`src/rtl/vmem_arbiter.sv`:
```
// Single-port frame-buffer arbiter: scanout reads first, then the clear/fill engine,
// then the buffered pixel-write FIFO. Scanout is never stalled.
module vmem_arbiter #(
    parameter int H_W        = 10,
    parameter int V_W        = 9,
    parameter int DATA_W     = 24,
    parameter int FIFO_DEPTH = 4,
    localparam int AW        = H_W + V_W,
    localparam int CW        = $clog2(FIFO_DEPTH + 1)
) (
    input  logic              clk,
    input  logic              resetn,
    input  logic              vga_valid,
    input  logic [H_W-1:0]    h_addr,
    input  logic [V_W-1:0]    v_addr,
    output logic [DATA_W-1:0] vga_data,
    input  logic              wr_valid,
    output logic              wr_ready,
    input  logic [H_W-1:0]    wr_h,
    input  logic [V_W-1:0]    wr_v,
    input  logic [DATA_W-1:0] wr_data,
    output logic [CW-1:0]     wr_count,
    input  logic              clear_req,
    input  logic [DATA_W-1:0] clear_color,
    output logic              clear_busy,
    output logic              mem_en,
    output logic              mem_we,
    output logic [AW-1:0]     mem_addr,
    output logic [DATA_W-1:0] mem_wdata,
    input  logic [DATA_W-1:0] mem_rdata
);
    localparam int PW = $clog2(FIFO_DEPTH);

    typedef struct packed {
        logic [AW-1:0]     addr;
        logic [DATA_W-1:0] data;
    } wr_req_t;

    typedef enum logic {IDLE, FILL} state_t;

    state_t            state, state_nxt;
    logic [AW-1:0]     fill_addr;
    logic [DATA_W-1:0] fill_color;
    logic              fill_last;
    wr_req_t           fifo_mem [FIFO_DEPTH];
    wr_req_t           head;
    logic [PW-1:0]     rd_ptr, wr_ptr;
    logic [CW-1:0]     count;
    logic              full, empty, push, pop;
    logic              rd_gnt, fill_gnt;
    logic              rd_d1;

    // wr_ready looks at occupancy only, so a same-cycle pop never lets a push in on a full FIFO
    assign full     = (count == CW'(FIFO_DEPTH));
    assign empty    = (count == '0);
    assign wr_ready = resetn && !full;
    assign wr_count = count;
    assign push     = wr_valid && wr_ready;
    assign head     = fifo_mem[rd_ptr];

    assign rd_gnt   = vga_valid;
    assign fill_gnt = !vga_valid && (state == FILL);
    assign pop      = !vga_valid && (state == IDLE) && !empty;
    assign fill_last = (fill_addr == '1);

    always_ff @(posedge clk or negedge resetn) begin
        if (!resetn) state <= IDLE;
        else         state <= state_nxt;
    end

    always_comb begin
        state_nxt = state;
        case (state)
            IDLE:    if (clear_req) state_nxt = FILL;
            FILL:    if (fill_gnt && fill_last) state_nxt = IDLE;
            default: state_nxt = IDLE;
        endcase
    end

    always_comb begin
        clear_busy = (state == FILL);
    end

    // fill_addr parks at the last address; it is re-zeroed by the next accepted clear
    always_ff @(posedge clk or negedge resetn) begin
        if (!resetn) begin
            fill_addr  <= '0;
            fill_color <= '0;
        end else if (state == IDLE && clear_req) begin
            fill_addr  <= '0;
            fill_color <= clear_color;
        end else if (fill_gnt && !fill_last) begin
            fill_addr  <= fill_addr + AW'(1);
        end
    end

    always_ff @(posedge clk or negedge resetn) begin
        if (!resetn) begin
            rd_ptr <= '0;
            wr_ptr <= '0;
            count  <= '0;
        end else begin
            if (push) wr_ptr <= wr_ptr + PW'(1);
            if (pop)  rd_ptr <= rd_ptr + PW'(1);
            if (push && !pop)      count <= count + CW'(1);
            else if (pop && !push) count <= count - CW'(1);
        end
    end

    always_ff @(posedge clk) begin
        if (push) begin
            fifo_mem[wr_ptr].addr <= {wr_h, wr_v};
            fifo_mem[wr_ptr].data <= wr_data;
        end
    end

    always_comb begin
        mem_en    = 1'b0;
        mem_we    = 1'b0;
        mem_addr  = '0;
        mem_wdata = '0;
        if (rd_gnt) begin
            mem_en   = 1'b1;
            mem_addr = {h_addr, v_addr};
        end else if (fill_gnt) begin
            mem_en    = 1'b1;
            mem_we    = 1'b1;
            mem_addr  = fill_addr;
            mem_wdata = fill_color;
        end else if (pop) begin
            mem_en    = 1'b1;
            mem_we    = 1'b1;
            mem_addr  = head.addr;
            mem_wdata = head.data;
        end
    end

    // RAM read data arrives the cycle after the grant; register it once more for vga_ctrl
    always_ff @(posedge clk or negedge resetn) begin
        if (!resetn) begin
            rd_d1    <= 1'b0;
            vga_data <= '0;
        end else begin
            rd_d1    <= rd_gnt;
            vga_data <= rd_d1 ? mem_rdata : '0;
        end
    end

endmodule
```
`config.mk`:
```
export PLATFORM = sky130hd
export DESIGN_NAME = vmem_arbiter
export DESIGN_NICKNAME = d
export VERILOG_FILES = /design/src/rtl/vmem_arbiter.sv
export SDC_FILE = /design/constraint.sdc
export NUM_CORES = 1
export LEC_CHECK = 0
export ABC_AREA = 1
export CAP_MARGIN = 30
export CORE_MARGIN = 2
export CORE_UTILIZATION = 44
export CTS_CLUSTER_SIZE = 8
export DETAILED_ROUTE_END_ITERATION = 6
export PLACE_DENSITY_LB_ADDON = 0.05
export SLEW_MARGIN = 40
export SYNTH_ARGS = -nofsm -noshare
export SYNTH_HDL_FRONTEND = slang
export SYNTH_SLANG_ARGS = --single-unit
```
`constraint.sdc`:
```
create_clock -name clk -period 5.1 [get_ports clk]
set_input_delay 1.02 -clock clk [delete_from_list [all_inputs] [get_ports clk]]
set_output_delay 1.02 -clock clk [all_outputs]
set_load 0.005 [all_outputs]
```
-- Yosys cells after proc, flatten, opt, wreduce, memory -nomap -nowiden
Memory sizes are Yosys's and may differ from the RTL's.
Index checks and enable logic that the tools add are counted.
- add/sub/neg operators: 5
- equal/unequal tests: 2
- mux-type cells: 20
- bitwise gates (word level): 1
- reductions and logical operators: 19
- operators by type and width (cell ; count):
    two-way mux 24 bit ; 4
    two-way mux 19 bit ; 5
    adder 19 x 1 -> 19 bit (second input constant) ; 1
    equality test 19 bit (second input constant) ; 1
    logical AND 1 bit ; 10
    two-way mux 1 bit ; 8
    zero test 1 bit ; 6
    two-way mux 3 bit ; 2
    adder 2 x 1 -> 2 bit (second input constant) ; 2
    nonzero test 2 bit ; 2
    adder 3 x 1 -> 3 bit (second input constant) ; 1
    equality test 3 bit (second input constant) ; 1
    zero test 3 bit ; 1
    subtractor 3 x 1 -> 3 bit (second input constant) ; 1
    case mux 1 bit (2 select lines) ; 1
    inverter 1 bit ; 1
- flip-flop bits (word level): 76
- RAM bits: 172
- input bits: 115
- output and inout bits: 74
- memories: 1
- memories (memory ; depth ; width ; rd ports ; clocked after Yosys merged registers in ; write ports ; line ; RTL):
    fifo_mem ; 4 ; 43 ; 1 ; 0 ; 1 ; 45 ; wr_req_t fifo_mem [FIFO_DEPTH];

-- Logic depth before layout (Yosys ltp)
Gate-level depths: netlist of the first run.
- depth after elaboration: 8
- gate-level depth with buffers: 10
- depth with buffers taken out: 10

-- Least setup slack after synthesis of the first run
OpenSTA, ideal clock, no wires.
- path type: in2reg
- from: input port resetn
- to: memory fifo_mem[0][0] in the netlist's numbering, enable pin
- library setup time: 444 ps
- data arrival time: 3218 ps
- data required time: 4656 ps
- path slack: 1438 ps
- stages on the path: 4
- path buffers: 0
- cells stage by stage: inv_1 -> a21oi_1 -> nand2_1 -> nor2_1
- cells in the longest elaborated chain, start to end: 4
- ends and longest elaborated chain (what ; line ; RTL):
    from (decl) ; 12 ; input logic resetn,
    logical AND 1 bit ; 56 ; assign wr_ready = resetn && !full;
    via wr_ready ; 18 ; output logic wr_ready,
    logical AND 1 bit ; 58 ; assign push = wr_valid && wr_ready;
    two-way mux 1 bit ; 111 ; if (push) begin
    two-way mux 1 bit (implied by the code) ; 113 ; fifo_mem[wr_ptr].data <= wr_data;
    to (decl) ; 45 ;
The timed path passes the listed nets, and every way through them passes these cells.

-- Final worst setup path of the first run
- from: register rd_ptr[0]
- to: output port mem_addr[18]
- cells in the longest elaborated chain, start to end: 4
- ends and longest elaborated chain (what ; line ; RTL):
    from (decl) ; 47 ; logic [PW-1:0] rd_ptr, wr_ptr;
    from (signal assigned) ; 104 ; if (pop) rd_ptr <= rd_ptr + PW'(1);
    memory read (4 x 43 bit) ; - ;
    two-way mux 19 bit ; 130 ; end else if (pop) begin
    two-way mux 19 bit ; 125 ; end else if (fill_gnt) begin
    two-way mux 19 bit ; 122 ; if (rd_gnt) begin
    to (decl) ; 28 ; output logic [AW-1:0] mem_addr,
Every way passes these cells.

==> flow_summary.toml, run 1 <==
[worst_setup_path]
arrival_ns = 3.20
rr_worst_depth = 5
reg2reg_from = "wr_count[0]"
end_kind = "output pin"
crit_fanout = 62
path_class = "reg2out"
rrSetupSlack_ns = 2.63
cp-start-kind = "flop"
r2r_end = "fifo_mem[2][39]"
worstPathRequired_ns = 4.08

[sta]
final-max-slew-violation-count = 0
clock_skew_ns = 0.0135
fmax_mhz = 237
finalCritPeriodShare_pct = 82.8
grt_setup_unrepaired = "false"
worst_slack_ns = 0.876
setup_tns_ns = 0
hold_viol_final = 0
relSlewSlack_pct = 51.4
period_needed_ns = 4.22
setup_violations = 0
worst_pin_slew_ns = 0.730

[global_routing]
grt_pass1_wl_mm = 40.2
grt_overflow = 0
grt_use_total_pct = 21.1
grt_max_degree = 68
grt_pass1_vias = 7371
grt_antenna_before_repair = 1

[yosys]
synth_warnings = 0
synth_seq_cells = 248
syn-cell-area_sq_mm = 0.0105
synthArstFlopShare_pct = 30.6
syn_nets = 1124
synth_area_per_cell_sq_um = 10.5
synth.distinct_cells = 33
netlist_instances = 1002
synth-edff-count = 172
synth-seq-area-share_pct = 67.3
synthFlopType = "edfxtp_1"

[clocking]
numCtsBuffers = 36
clkTransAtPathRegs_ns = 0.05
clock_path_buffers = 3
postCtsHoldBufs = 0
cts_setup_buffers = 0
cts_tree = "done"
clockRootBuffer = "clkbuf_16"
cts-htree-levels = 2
ctsResizeCount = 0
clock_sinks = 248
clock_latency_ns = 0.51

[finish]
diodes = 0
syn_to_final_growth_pct = 31.0
nNetsFinal = 1315
drive_above_1_share_pct = 7.32

[run_status]
outcome = "finished, final reports clean"

[floorplanning]
row_count = 56
die-height_um = 158
dieArea_sq_mm = 0.0251
start_util_pct = 44.7
die_x_um = 158
core-area_sq_mm = 0.0235
ioPinCount = 189

[pwr]
power.leakage_nw = 5.60
p_per_area_mw_per_mm2 = 405
ir_worst_vdd_uv = 236

[place]
place_ws_ns = 0.972
place.gp.congestion = 0.778
port_buffers = 188
dp_hpwl_mm = 15.7

[detailed_routing]
wl_per_cell_um = 16.8
firstDrtPassIters = 4
drt-initial-drc-count = 487
routed_wirelength_mm = 25.8
vias_per_cell = 4.97
drtAntennaViolNets = 0
vias = 7624
drc_errors = 0

[run]
cap_violations = 0

[worst_hold_path]
hp-class = "in2async"
layer usage:
metal / vias up / share of wire [%] / track usage (%)
li1: 3731 / - / -
met1: 3626 / 45 / 28.9
met2: 228 / 46 / 33.9
met3: 39 / 6.2 / 4.63
met4: 0 / 2.1 / 6.31
met5: - / 0 / 0
Yosys cell counts, drive strengths merged, types with 7 or more instances:
cell type	number	area, sq um
o21ai	90	450
nor2	115	475
nand2	313	1220
edfxtp	172	5160
dfrtp	76	1900
nand3	37	195
xor2	7	61.3
o211ai	11	82.6
a21oi	29	145
o22ai	19	119
clkbuf	33	124
inv	58	223
nand4	8	50.1
buf	17	113
layout make-up:
| type | count | area [sq um] |
|---|---|---|
| clock buffers | 59 | 1010 |
| clock inverters | 2 | 46.3 |
| fillers | 2013 | 9710 |
| inverters | 58 | 223 |
| multi-input cells | 646 | 3010 |
| flip-flops and latches | 248 | 7070 |
| well taps | 319 | 399 |
| repair buffers | 203 | 2000 |
state kept, by name (all words and copies together), names as in the netlist:
name,count
rd_ptr,2
clear_busy,1
fill_color,24
fifo_mem,172
wr_ptr,2
fill_addr,19
wr_count,3
vga_data,24
rd_d1,1
cell usage in the layout, fill, tap and decap left out, types with 29 or more instances in the layout:
master	Yosys	routed
nand2_1	301	301
edfxtp_1	172	172
nand3_1	35	35
o21ai_0	67	67
nor2_1	109	105
dfrtp_1	76	74
clkbuf_16	0	37
clkdlybuf4s50_1	0	187
a21oi_1	29	29
inv_1	52	52
cells by family after synthesis:
family / after synthesis / synth area share, %
compound gates: 149 / 7.59
fa+ha+maj: 7 / 0.906
mux: 1 / 0.107
simple gates: 480 / 19.0
buf+inv: 108 / 4.37
flops: 248 / 67.3
xor+xnor: 9 / 0.751
worst max-delay path, cell delays in order (launching register included):
cell	delay, ns
dfrtp_4	0.70
inv_2	0.43
buf_12	0.34
o21ai_0	0.12
o22ai_1	0.29
nand2_1	0.14
o211ai_1	0.11
clkdlybuf4s50_1	0.52
per-stage QoR:
| stage | cells | power, W | utilization, % | hold WS, ns | cell area (sq um) |
|---|---|---|---|---|---|
| 5_1_grt | 1535 | 0.00584 | 58.6 | 0.468 | 13800 |
| 6_report | 1535 | 0.00558 | 58.6 | 0.454 | 13800 |
| 4_1_cts | 1535 | 0.00564 | 58.6 | 0.455 | 13800 |
| 2_1_floorplan | 1002 | 0.00301 | - | 0.449 | 10500 |
| 3_3_place_gp | 1474 | 0.00343 | 54.1 | 0.463 | 12700 |
| 3_5_place_dp | 1474 | 0.00343 | 54.1 | 0.466 | 12700 |
report_power, final:
part,switching [W],internal (W),leakage [nW]
registers,0.000125,0.00238,2.54
clock network,0.000839,0.00135,0.500
logic,0.000520,0.000359,2.56
how the worst max path moves through the flow:
stage | from | to | slack (ns) | cells after the start
after floorplan | resetn | fifo_mem[0][0] | 1.44 | 4
after global placement | vga_valid | mem_addr[1] | 1.0 | 6
after detailed placement | vga_valid | mem_addr[8] | 0.97 | 6
after CTS | rd_ptr[0] | mem_addr[18] | 0.86 | 7
after global routing | rd_ptr[0] | mem_addr[18] | 0.66 | 7
final | rd_ptr[0] | mem_addr[18] | 0.88 | 7
(Power assumes the default switching activity.)
==> run 2, diff against run 1 <==
==> constraint.sdc (replaced) <==
create_clock -name clk -period 4.05 [get_ports clk]
set_input_delay 0.81 -clock clk [delete_from_list [all_inputs] [get_ports clk]]
set_output_delay 0.81 -clock clk [all_outputs]
set_load 0.005 [all_outputs]
==> run 2 against run 1 <==
Clock skew decreased by 0.0027 ns. Combinational power rose by 29%. Critical path type unchanged. Sequential power up 24%. Cell area is essentially flat. Sequential share of layout area is essentially flat.
==> flow_summary.toml, run 2 (synthesized netlist as in run 1, its figures left out) <==
[sta]
period_needed_ns = 3.55
grt_setup_unrepaired = "false"
finalCritPeriodShare_pct = 87.7
clock_skew_ns = 0.0108
hold_viol_final = 0
worst_pin_slew_ns = 0.769
relSlewSlack_pct = 48.8
setup_tns_ns = 0
setup_violations = 0
fmax_mhz = 281
final-max-slew-violation-count = 0

[worst_hold_path]
hp-class = "in2async"

[floorplanning]
dieArea_sq_mm = 0.0251
ioPinCount = 189
die_x_um = 158
die-height_um = 158
start_util_pct = 44.7
row_count = 56
core-area_sq_mm = 0.0235

[finish]
ff_latch_area_sq_mm = 0.00707
fillers = 2019
multiInputGateArea_sq_mm = 0.00301
drive_above_1_share_pct = 7.39
largest_register = "fifo_mem"
final_common_cell = "nand2_1"
diodes = 0
reg_top3 = "fifo_mem: 172 flops, fill_color: 24 flops, vga_data: 24 flops"
nNetsFinal = 1316
final_util_pct = 58.6
largest_reg_flops = 172
mostFrequentLayoutCells = "301 x nand2_1, 187 x clkdlybuf4s50_1, 172 x edfxtp_1"
syn_to_final_growth_pct = 31.0

[worst_setup_path]
rrSetupSlack_ns = 1.72
reg2reg_from = "wr_count[0]"
rr_worst_depth = 10
critPathLaunch = "rd_ptr[1]"
worstPathRequired_ns = 3.24
path_class = "reg2out"
crit_fanout = 67
end_kind = "output pin"
arrival_ns = 2.74
cp-start-kind = "flop"

[pwr]
p_per_area_mw_per_mm2 = 510
ir_worst_vdd_uv = 286
power.leakage_nw = 5.60

[detailed_routing]
wl_per_cell_um = 16.6
dr_wl_met2_mm = 11.6
drt-initial-drc-count = 391
routed_wirelength_mm = 25.6
met1_length_mm = 11.6
vias = 7592
routed.top_layer = "met5"
drtAntennaViolNets = 0
drc_errors = 0
wl_met3_mm = 1.68
firstDrtPassIters = 5
vias_per_cell = 4.94

[place]
dp_hpwl_mm = 15.4
place.gp.congestion = 0.812
port_buffers = 188

[global_routing]
grt_use_total_pct = 20.6
grt_overflow = 0
grt_antenna_before_repair = 2
grt_pass1_wl_mm = 39.4
grt_pass1_vias = 7192
grt_max_degree = 89

[clocking]
numCtsBuffers = 36
clock_path_buffers = 3
clkTransAtPathRegs_ns = 0.05
cts_setup_buffers = 0
clockRootBuffer = "clkbuf_16"
cts_tree = "done"
clock_sinks = 248
postCtsHoldBufs = 0
cts-htree-levels = 2
ctsResizeCount = 0
clock_latency_ns = 0.51

[run]
cap_violations = 0

[run_status]
outcome = "finished, final reports clean"
==> run 2: changes by cell type in the layout (fill, tap and decap cells not counted) <==
cell	before	now
inv_16	0	2
buf_12	1	0
buf_4	15	16
buf_6	0	1
clkbuf_1	22	23
clkinv_16	1	0
clkinv_8	1	0
dfrtp_2	1	2
dfrtp_4	1	0
==> run 2: power by group <==
part	switching [W]	internal [W]
sequential	0.000115	0.00300
clock	0.00106	0.00171
combinational	0.000682	0.000449
total	0.00186	0.00516
==> run 2: cell type report <==
cell class	instances	area share, %
inverter	58	1.62
multi-input combinational	646	21.9
sequential	248	51.4
timing repair buffer	204	14.6
clock inverter	2	0.291
clock buffer	60	7.36
tap	319	2.90
==> run 2: path summary, 6_finish.rpt <==
path,end
worst max-delay path,mem_addr[18]
worst min-delay path,fill_addr[18]
worst max register to register,wr_count[2]
worst min register to register,fill_color[18]
max in group asynchronous,rd_ptr[1]
min in group clk,fill_color[18]
==> run 2: layer usage <==
layer / GRT usage [%] / up-vias
met5: 0 / -
met4: 6.48 / 4
met3: 4.46 / 51
met2: 33.4 / 215
met1: 27.9 / 3573
li1: - / 3749
==> run 2: metrics by stage <==
| stage | hold WS [ns] | worst slack (ns) | power (W) | instance area (sq um) | cells |
|---|---|---|---|---|---|
| global route | 0.392 | 0.327 | 0.00736 | 13800 | 1537 |
| global placement | 0.462 | 0.589 | 0.00431 | 12700 | 1475 |
| finish | 0.367 | 0.497 | 0.00702 | 13800 | 1537 |
| detailed placement | 0.465 | 0.560 | 0.00431 | 12700 | 1475 |
| CTS | 0.375 | 0.474 | 0.00711 | 13800 | 1537 |
| floorplan | 0.449 | 0.598 | 0.00379 | 10500 | 1002 |
==> run 2: worst max-delay path: stages, from the launching register on <==
cell	delay, ns
dfrtp_2	0.35
buf_4	0.57
o21ai_0	0.19
o22ai_1	0.33
nand2_1	0.15
o211ai_1	0.11
clkdlybuf4s50_1	0.52
==> run 3, diff against run 2 <==
--- a/config.mk
+++ b/config.mk
@@ -12,6 +12,7 @@
 export CTS_CLUSTER_SIZE = 8
 export DETAILED_ROUTE_END_ITERATION = 6
 export PLACE_DENSITY_LB_ADDON = 0.05
+export SKIP_LAST_GASP = 1
 export SLEW_MARGIN = 40
 export SYNTH_ARGS = -nofsm -noshare
 export SYNTH_HDL_FRONTEND = slang
==> results of run 3 <==
Final layout, timing and power as in run 2 (identical DEF).
